==> src/rtl/rx_bit_timer.sv <==
// rx_bit_timer: USB receive bit/byte timer producing the sample strobe, bit index and per-packet byte count.
// Optional feature: define RX_BIT_TIMER_RESYNC_EN to let resync realign the bit period.
module rx_bit_timer #(
  parameter int CLKS_PER_BIT  = 8,
  parameter int SAMPLE_PHASE  = 3,
  parameter int BITS_PER_BYTE = 8,
  localparam int PHASE_W      = $clog2(CLKS_PER_BIT + 1),
  localparam int BIT_W        = (BITS_PER_BYTE > 1) ? $clog2(BITS_PER_BYTE) : 1
) (
  input  logic             clk,
  input  logic             n_rst,
  input  logic             enable_timer,
  input  logic             resync,
  input  logic             skip_bit,
  output logic             shift_enable,
  output logic             byte_received,
  output logic [BIT_W-1:0] bit_index,
  output logic [7:0]       byte_count,
  output logic             byte_ovf
);

  localparam logic [PHASE_W-1:0] SAMPLE_P   = PHASE_W'(SAMPLE_PHASE);
  localparam logic [PHASE_W-1:0] LAST_PHASE = PHASE_W'(CLKS_PER_BIT);
  localparam logic [PHASE_W-1:0] FIRST_P    = PHASE_W'(1);
  localparam logic [BIT_W-1:0]   LAST_BIT   = BIT_W'(BITS_PER_BYTE - 1);

  logic [PHASE_W-1:0] phase;
  logic [PHASE_W-1:0] phase_next;
  logic [BIT_W-1:0]   bit_cnt;
  logic               enable_q;
  logic               resync_hit;
  logic               count_shift;
  logic               byte_done;
  logic               enable_rise;

`ifdef RX_BIT_TIMER_RESYNC_EN
  assign resync_hit = resync;
`else
  logic unused_resync;
  assign unused_resync = resync;
  assign resync_hit    = 1'b0;
`endif

  assign shift_enable = enable_timer && (phase == SAMPLE_P);
  assign count_shift  = shift_enable && !skip_bit;
  assign byte_done    = count_shift && (bit_cnt == LAST_BIT);
  assign enable_rise  = enable_timer && !enable_q;
  assign bit_index    = bit_cnt;

  // Phase 0 means idle; a resync restarts the period even on the wrap cycle.
  always_comb begin
    phase_next = '0;
    if (enable_timer) begin
      if (resync_hit || (phase == '0) || (phase == LAST_PHASE)) begin
        phase_next = FIRST_P;
      end else begin
        phase_next = phase + 1'b1;
      end
    end
  end

  always_ff @(posedge clk or negedge n_rst) begin
    if (!n_rst) begin
      phase    <= '0;
      enable_q <= 1'b0;
    end else begin
      phase    <= phase_next;
      enable_q <= enable_timer;
    end
  end

  // Dropping enable discards any partial byte.
  always_ff @(posedge clk or negedge n_rst) begin
    if (!n_rst) begin
      bit_cnt       <= '0;
      byte_received <= 1'b0;
    end else if (!enable_timer) begin
      bit_cnt       <= '0;
      byte_received <= 1'b0;
    end else begin
      byte_received <= byte_done;
      if (count_shift) begin
        bit_cnt <= byte_done ? '0 : bit_cnt + 1'b1;
      end
    end
  end

  // Count and overflow persist while disabled so the controller can read them.
  always_ff @(posedge clk or negedge n_rst) begin
    if (!n_rst) begin
      byte_count <= 8'd0;
      byte_ovf   <= 1'b0;
    end else if (enable_rise) begin
      byte_count <= 8'd0;
      byte_ovf   <= 1'b0;
    end else if (byte_done) begin
      if (byte_count == 8'hFF) begin
        byte_ovf <= 1'b1;
      end else begin
        byte_count <= byte_count + 8'd1;
      end
    end
  end

endmodule
==> config.mk <==
export PLATFORM = sky130hd
export DESIGN_NAME = rx_bit_timer
export DESIGN_NICKNAME = d
export VERILOG_FILES = /design/src/rtl/rx_bit_timer.sv
export SDC_FILE = /design/constraint.sdc
export NUM_CORES = 1
export LEC_CHECK = 0
export ABC_AREA = 1
export CORE_MARGIN = 8
export CORE_UTILIZATION = 30
export CTS_CLUSTER_DIAMETER = 30
export DETAILED_ROUTE_END_ITERATION = 10
export GPL_TIMING_DRIVEN = 0
export PLACE_DENSITY_LB_ADDON = 0.15
export SLEW_MARGIN = 20
export SYNTH_ARGS = -nofsm -noshare
export SYNTH_HDL_FRONTEND = slang
export SYNTH_SLANG_ARGS = --single-unit
==> constraint.sdc <==
create_clock -name clk -period 2.5 [get_ports clk]
set_clock_uncertainty 0.2 [all_clocks]
set_input_delay 0.375 -clock clk [delete_from_list [all_inputs] [get_ports clk]]
set_output_delay 0.375 -clock clk [all_outputs]
set_load 0.02 [all_outputs]
==> results of run 1 <==
## cell families after synthesis
logic type | synth area share (%)
AO/OA/AOI/OAI | 1.40
XOR/XNOR | 0.817
adder cells (fa/ha/maj) | 5.83
buffers and inverters | 8.17
flip-flops | 42.0
AND/OR/NAND/NOR | 41.8
## cell type report
cell class / count / area, sq um
sequential: 18 / 450
fill: 365 / 2050
buffer: 1 / 5.00
timing repair buffer: 17 / 169
inverter: 22 / 82.6
tap: 46 / 57.6
multi-input combinational: 101 / 534
clock buffer: 4 / 36.3
## metrics by stage
stage	setup slack [ns]	hold slack, ns	utilization (%)	TNS, ns
floorplan	0.933	-0.121	-	0
CTS	0.133	0.289	39.4	0
global placement	-0.0370	0.278	38.4	-0.0370
global route	0.0167	0.288	39.4	0
detailed placement	-0.0337	0.275	38.4	-0.0337
finish	0.149	0.290	39.4	0
## what timing repair did
action                                  in CTS  in global routing
setup buffers                                0                  0
hold endpoints to repair                     0                  0
endpoints found under the setup margin       1                  0
gates resized for setup                      1                  0
## cells in the mapped netlist
master / instances
sky130_fd_sc_hd__nor2_2: 2
sky130_fd_sc_hd__nand3_4: 2
sky130_fd_sc_hd__xor2_1: 1
sky130_fd_sc_hd__inv_2: 3
sky130_fd_sc_hd__a21oi_1: 2
sky130_fd_sc_hd__nor3_1: 2
sky130_fd_sc_hd__o21ai_0: 1
sky130_fd_sc_hd__nand2_1: 41
sky130_fd_sc_hd__nand2_2: 2
sky130_fd_sc_hd__nor2_1: 16
sky130_fd_sc_hd__ha_1: 5
sky130_fd_sc_hd__dfrtp_1: 18
sky130_fd_sc_hd__nor2_4: 4
sky130_fd_sc_hd__nand3_1: 21
sky130_fd_sc_hd__nand3b_1: 1
sky130_fd_sc_hd__buf_2: 1
sky130_fd_sc_hd__inv_1: 19
sky130_fd_sc_hd__or2_2: 1
## state kept, by name, summed over array words and instances, names as in the netlist
name / cells
phase: 4
bit_index: 3
byte_received: 1
enable_q: 1
byte_ovf: 1
byte_count: 8
## path summary, 6_finish.rpt
kind	start	endpoint	depth (start not counted)
max in group asynchronous	n_rst	enable_q	1
hold / removal	phase[0]	phase[0]	1
hold reg to reg	phase[0]	phase[0]	1
setup reg to reg	byte_count[1]	byte_count[0]	8
min in group asynchronous	n_rst	bit_index[1]	1
setup / recovery	phase[0]	shift_enable	4
## where the power goes
group | total (uW) | switching, uW | internal, uW
Combinational | 88.4 | 50.7 | 37.8
Sequential | 317 | 13.1 | 304
Clock | 183 | 94.2 | 88.7
## worst reg2reg max path, cell delays in order (launching register included)
cell	delay, ns
sky130_fd_sc_hd__dfrtp_1	0.44
sky130_fd_sc_hd__ha_1	0.22
sky130_fd_sc_hd__nand2_1	0.10
sky130_fd_sc_hd__nor2_2	0.17
sky130_fd_sc_hd__nand2_2	0.10
sky130_fd_sc_hd__inv_2	0.08
sky130_fd_sc_hd__nor2_4	0.05
sky130_fd_sc_hd__nand3_1	0.07
sky130_fd_sc_hd__nand2_1	0.05
## per-layer routing
| layer | up-vias | routed length (um) | share of wire [%] | track usage, % |
|---|---|---|---|---|
| li1 | 479 | - | - | - |
| met1 | 421 | 1030 | 46 | 10.7 |
| met2 | 18 | 995 | 44 | 15.1 |
| met3 | 5 | 190 | 8.4 | 3.03 |
| met4 | 0 | 36 | 1.6 | 3.20 |
| met5 | - | 0 | 0 | 0 |
==> results.txt, run 1 <==
* Register-to-register setup slack: 0.92 ns
* Layout cells sized above 1: 11.7%
* Antenna violations before repair: 0
- Area of the die: 5740 sq um
- Entering global routing, the biggest net connects 19 pins.
* Crit path max fanout: 4
* IR Drop Worst-Case VDD: 0.175 mV
- Buffering stage count on the worst path with inverters included: 1
* Max capacitance violation total: 0
- Walking the worst path, the cells encountered are ha_1 -> nand2_1 -> nor2_4 -> clkdlybuf4s50_1.
* Category of the worst setup path launch point: flip-flop
- Clock slew at reported path FFs: 0.10 ns
- Top-area cell type share of the netlist area: 42.0%
* Pwr Density: 441 nW/um^2
- The region available for standard cell placement spans 3390 sq um.
* TritonCTS sink count: 18
* Pin slew with the least headroom to its limit: 0.828 ns
- STA puts the critical path data arrival time at 1.78 ns.
- Final worst path period need: 2.35 ns
* WP data required: 1.92 ns
- Clock tree from TritonCTS: done
- Post-synth design cell area: 1070 sq um
* CTS hold repair buffers: 0
- Run status: finished, final reports clean
- After synthesis, flip-flops and latches occupy 42.0% of the total area.
* Max-slew headroom: 44.6%
- The repair_antennas step left the layout with diodes totalling 0.
- Root Buffer Master: sky130_fd_sc_hd__clkbuf_4
- Overall routing resource usage: 9.14%
* Boundary Pins: 19
- The largest single stage delay on the critical path is 0.62 ns.
- Clock latency on the worst-skew pair, taken at its later pin, is 0.29 ns.
* Most frequent standard cell in the layout excluding fill and tap cells: sky130_fd_sc_hd__nand2_1
- Path category of the worst min-delay check: flip-flop to flip-flop
- Top cell family by delay on the critical path: buffers and inverters
* Post-synthesis sequential element count: 18
- Initial cell density of the core: 31.6%
- The die is 75.8 um wide.
- In the synthesized netlist, the number of instances is 142.
- Instance area after placement: 1300 sq um
- The first global-routing pass estimated 4090 um of wire.
- Final Power: 588 uW
- Synth warnings: 0
- The library cells used most frequently in the layout, excluding fill and tap cells, are 41 x sky130_fd_sc_hd__nand2_1, 21 x sky130_fd_sc_hd__nand3_1, 19 x sky130_fd_sc_hd__inv_1, 18 x sky130_fd_sc_hd__dfrtp_1.
- The slowest stage of the critical path is the sky130_fd_sc_hd__clkdlybuf4s50_1 cell.
- Synth top area cells: sky130_fd_sc_hd__dfrtp_1 42%, sky130_fd_sc_hd__nand2_1 14%, sky130_fd_sc_hd__nand3_1 9.8%, sky130_fd_sc_hd__inv_1 6.7%, sky130_fd_sc_hd__ha_1 5.8%
- Vert. Die Dim: 75.8 um
- The routed layout has 923 vias.
- DRC violation count after routing: 0
- STA classifies the critical path endpoint as an output port.
- Summing all non-filler instances in the final layout gives an area of 1340 sq um.
* Vias per cell: 4.42
- Port Buf Inserts: 17
* Max Fclk: 0.425 GHz
* Mean area per synthesized cell: 7.55 sq um
- The first detailed-routing pass ran for 4 iterations.
- Num rows: 21
- Post-layout nets: 174
- Antenna viol nets, final: 0
- No sink is reached through more buffers than the 2 on the longest clock path.
* Vias in the first global route: 969
- Wires add up to 2260 um.
- The hold violation count in the final report is 0.
* Unrepaired setup endpoints after global routing: no
- The first routing iteration left 42 violations.
- Layout area overhead: 24.5%
- After detailed routing, the average wire length per cell comes to 10.8 um.
- Post-Synthesis Net Count: 152
* Placed Cells: 205
- Summed over all nets, the half-perimeter wirelength after detailed placement is 1720 um.
* Number of failing setup endpoints in the final timing report: 0
* Overflow left after global routing: 0
- The biggest area contributor in the post-synthesis netlist is sky130_fd_sc_hd__dfrtp_1.
- Final Max Slew Viols: 0
- Category of the critical setup timing path: flip-flop to output port
* Number of cells in the finished layout apart from fillers: 209
- Gp weighted congestion: 0.835
* Number of buffers created by CTS: 3
* Number of H-tree branching levels: 1
- Yosys cell types: 18
- Summed over all cells, the static leakage comes to 0.000673 uW.
- In the finished design, the share of the clock period the worst path needs comes to 94.1%.
No activity file was read; power rests on OpenSTA's default activity.
==> inputs of run 2 (changes only) <==
Settings changed: CORE_ASPECT_RATIO set to 1.25, GPL_ROUTABILITY_DRIVEN set to 0.
Clock period 2.5 ns to 2.8 ns, I/O delays scaled along.
==> run 2 against run 1 <==
Net effect: flip-flop and latch count is the same; via count up 0.33%; clock power rose by 16%; critical endpoint unchanged; critical path depth stayed put; non-clock buffer count stayed put; largest power group unchanged; combinational power is 8.3% lower; power fell by 1.8%.
==> results.txt, run 2 (synthesized netlist as in run 1, its figures left out) <==
- Run status: finished, final reports clean
- The via count normalized by instance count is 4.58 (+3.8%).
* Register with the highest flop count: byte_count
- The wire length of the first global-routing pass was 4200 um (+2.7%).
- Number of hold violations in the final report: 0 (unchanged)
- Post-CTS setup-driven buffer insertion count: 0 (unchanged)
- The deepest clock path buffer count was 2 (unchanged).
- Final worst path period need: 2.61 ns
- Post-layout nets: 174 (unchanged)
- Number of H-tree branching levels: 1 (unchanged)
- Cell breakdown of the critical path: clkdlybuf4s50_1 -> nand2_1 -> nor2_4 -> clkdlybuf4s50_1
- Port Buf Inserts: 17 (unchanged)
- Layout cells sized above 1: 11.7% (unchanged)
* Arrival @ worst endpoint: 1.99 ns (+0.21 ns)
- The slowest stage of the critical path belongs to the cell sky130_fd_sc_hd__clkdlybuf4s50_1.
- The number of flip-flops in the largest register is 8 (unchanged).
- The final critical path takes up 93.1% of the cycle.
- The register share of total power was 49.2% (-4.7 points).
* Share of power burned in combinational logic: 14.0% (-1.0 points)
- Final wirelength: 2370 um (+5.1%)
- Net switching power of the design: 146 uW (-7.3%)
- The top-level I/O count is 19 (unchanged).
- CP endpoint kind: output port
* Detailed-routing iteration count for the pre-antenna-repair pass: 4 (unchanged)
- Average detailed-routed wire length per instance: 11.7 um (+8.7%)
* Initial cell density of the core: 31.1% (-0.58 points)
* Category of the worst setup path launch point: input pin
- DRC violation count after routing: 0 (unchanged)
- Clock tree from TritonCTS: done
- The number of filler instances in the final layout came to 378 (+3.6%).
- The max-slew violation count was 0 (unchanged).
- Power share of the clock group: 36.7% (+5.6 points)
- Most used cells in the layout excluding fill and tap cells: 41 x sky130_fd_sc_hd__nand2_1, 21 x sky130_fd_sc_hd__nand3_1, 19 x sky130_fd_sc_hd__inv_1, 18 x sky130_fd_sc_hd__dfrtp_1, 17 x sky130_fd_sc_hd__clkdlybuf4s50_1
* Pin slew with the least headroom to its limit: 0.838 ns (+0.00945 ns)
* Root Buffer Master: sky130_fd_sc_hd__clkbuf_8
- Origin of the worst min-delay path: phase[0]
* Number of inserted diodes: 0 (unchanged)
* Placed Cells: 198 (-3.4%)
- The total clock sinks came to 18 (unchanged).
- Overall routing resource usage: 8.50% (-0.64 points)
- The area of the die is 5760 sq um (+0.21%).
- The count of cells resized by post-cts repair was 0 (-1).
- Relative to the synthesized area, the layout overhead comes to 25.6%.
- Worst reg2reg path depth: 7 (-1)
* Path category of the worst min-delay check: flip-flop to flip-flop
- Setup repair after global routing left no endpoint under its margin.
- Antenna viol nets, final: 0 (unchanged)
* CTS hold repair buffers: 0 (unchanged)
- The endpoint identified for the worst register-to-register timing path is byte_ovf.
- Number of cells on the worst hold path: 1 (unchanged)
- Leakage component of the power: 0.000679 uW (+0.95%)
- The switching share of power came to 25.4% (-1.5 points).
- Die width: 69.5 um (-8.3%)
- Iteration-0 DRC count of the detailed router: 12 (-71%)
- The number of setup violations in the final report came to 0 (unchanged).
- Core area: 3450 sq um (+1.9%)
- Cell mode on critical path: sky130_fd_sc_hd__clkdlybuf4s50_1
- Detailed-route via count: 926 (+0.33%)
* Internal power contribution: 431 uW (+0.16%)
* Num rows: 24 (+14%)
- Max-slew headroom: 44.0% (-0.63 points)
- IR Drop Worst-Case VDD: 0.198 mV (+13%)
- The number of non-filler instances in the completed layout came to 202 (-3.3%).
- For this run, the top clock speed supported by timing is 0.384 GHz.
* Setup TNS: 0 ns (unchanged)
* Max capacitance violation total: 0 (unchanged)
- The data required time of the critical path came to 2.18 ns (+0.26 ns).
- Register-to-register setup slack: 1.20 ns (+0.28 ns)
- The critical path in this run is classified as input pin to output port.
- The maximum fanout along the worst path was 8 (+4).
- The clock transition time at the flip-flop clock pins of the worst setup and hold paths was 0.07 ns (-0.03 ns).
- The clock insertion delay at the later pin of the skew report came to 0.25 ns (-0.04 ns).
- The library cell used most frequently in the layout, excluding fill and tap cells, is sky130_fd_sc_hd__nand2_1.
* Post-detail-place hpwl: 1860 um (+8.2%)
- The worst hold path terminates at phase[0].
* Origin of the critical flop-to-flop path: byte_count[0]
- The number of antenna violations at the first check in global routing came to 0 (unchanged).
- Delay of the slowest critical-path stage: 0.65 ns (+0.03 ns)
- Vias in the first global route: 951 (-1.9%)
* Pwr Density: 429 nW/um^2 (-2.7%)
* Pin count of the biggest net entering global routing: 19 (unchanged)
- The total congestion overflow was 0 (unchanged).
* Vert. Die Dim: 82.8 um (+9.3%)
* Number of buffers created by CTS: 3 (unchanged)
==> run 2: layout make-up <==
cell class	instances	area [sq um]	share of cell area, %
multi-input combinational	101	534	39.7
buffer	1	5.00	0.372
tap	39	48.8	3.62
inverter	22	82.6	6.13
sequential	18	450	33.5
timing repair buffer	17	170	12.6
clock buffer	4	55.1	4.09
==> run 2: power groups by stage <==
stage          logic [uW]  registers, uW  clock network, uW
6_report             81.1            284                212
5_1_grt              91.9            286                227
4_1_cts              83.8            284                219
3_5_place_dp         83.6            289                  0
3_3_place_gp         81.6            288                  0
2_1_floorplan        36.9            296                  0
==> run 2: worst max-delay path by stage <==
stage / start / endpoint / slack (ns) / depth (start not counted)
floorplan: byte_count[1] / byte_count[5] / 1.23 / 8
global placement: enable_timer / shift_enable / 0.18 / 4
detailed placement: enable_timer / shift_enable / 0.17 / 4
CTS: enable_timer / shift_enable / 0.17 / 4
global route: enable_timer / shift_enable / 0.1 / 4
finish: enable_timer / shift_enable / 0.19 / 4
==> run 2: metal layers <==
layer / vias up / part of all wire (%) / GRT usage, %
li1: 482 / - / -
met1: 426 / 42 / 9.48
met2: 13 / 51 / 14.4
met3: 5 / 5.5 / 2.74
met4: 0 / 1.6 / 3.55
met5: - / 0 / 0
==> run 2: critical path, delay by kind of cell <==
family	cells	cell delay, ns
buf+inv	2	1.27
simple gates	2	0.29
==> run 2: through the flow <==
step / setup WS [ns] / hold WS [ns] / total power (uW) / area, sq um / util [%]
finish: 0.193 / 0.293 / 577 / 1350 / 39.0
global route: 0.0958 / 0.307 / 605 / 1350 / 39.0
CTS: 0.166 / 0.294 / 587 / 1350 / 39.0
detailed placement: 0.173 / 0.285 / 373 / 1290 / 37.4
global placement: 0.180 / 0.279 / 370 / 1290 / 37.4
floorplan: 1.23 / -0.0756 / 333 / 1070 / -
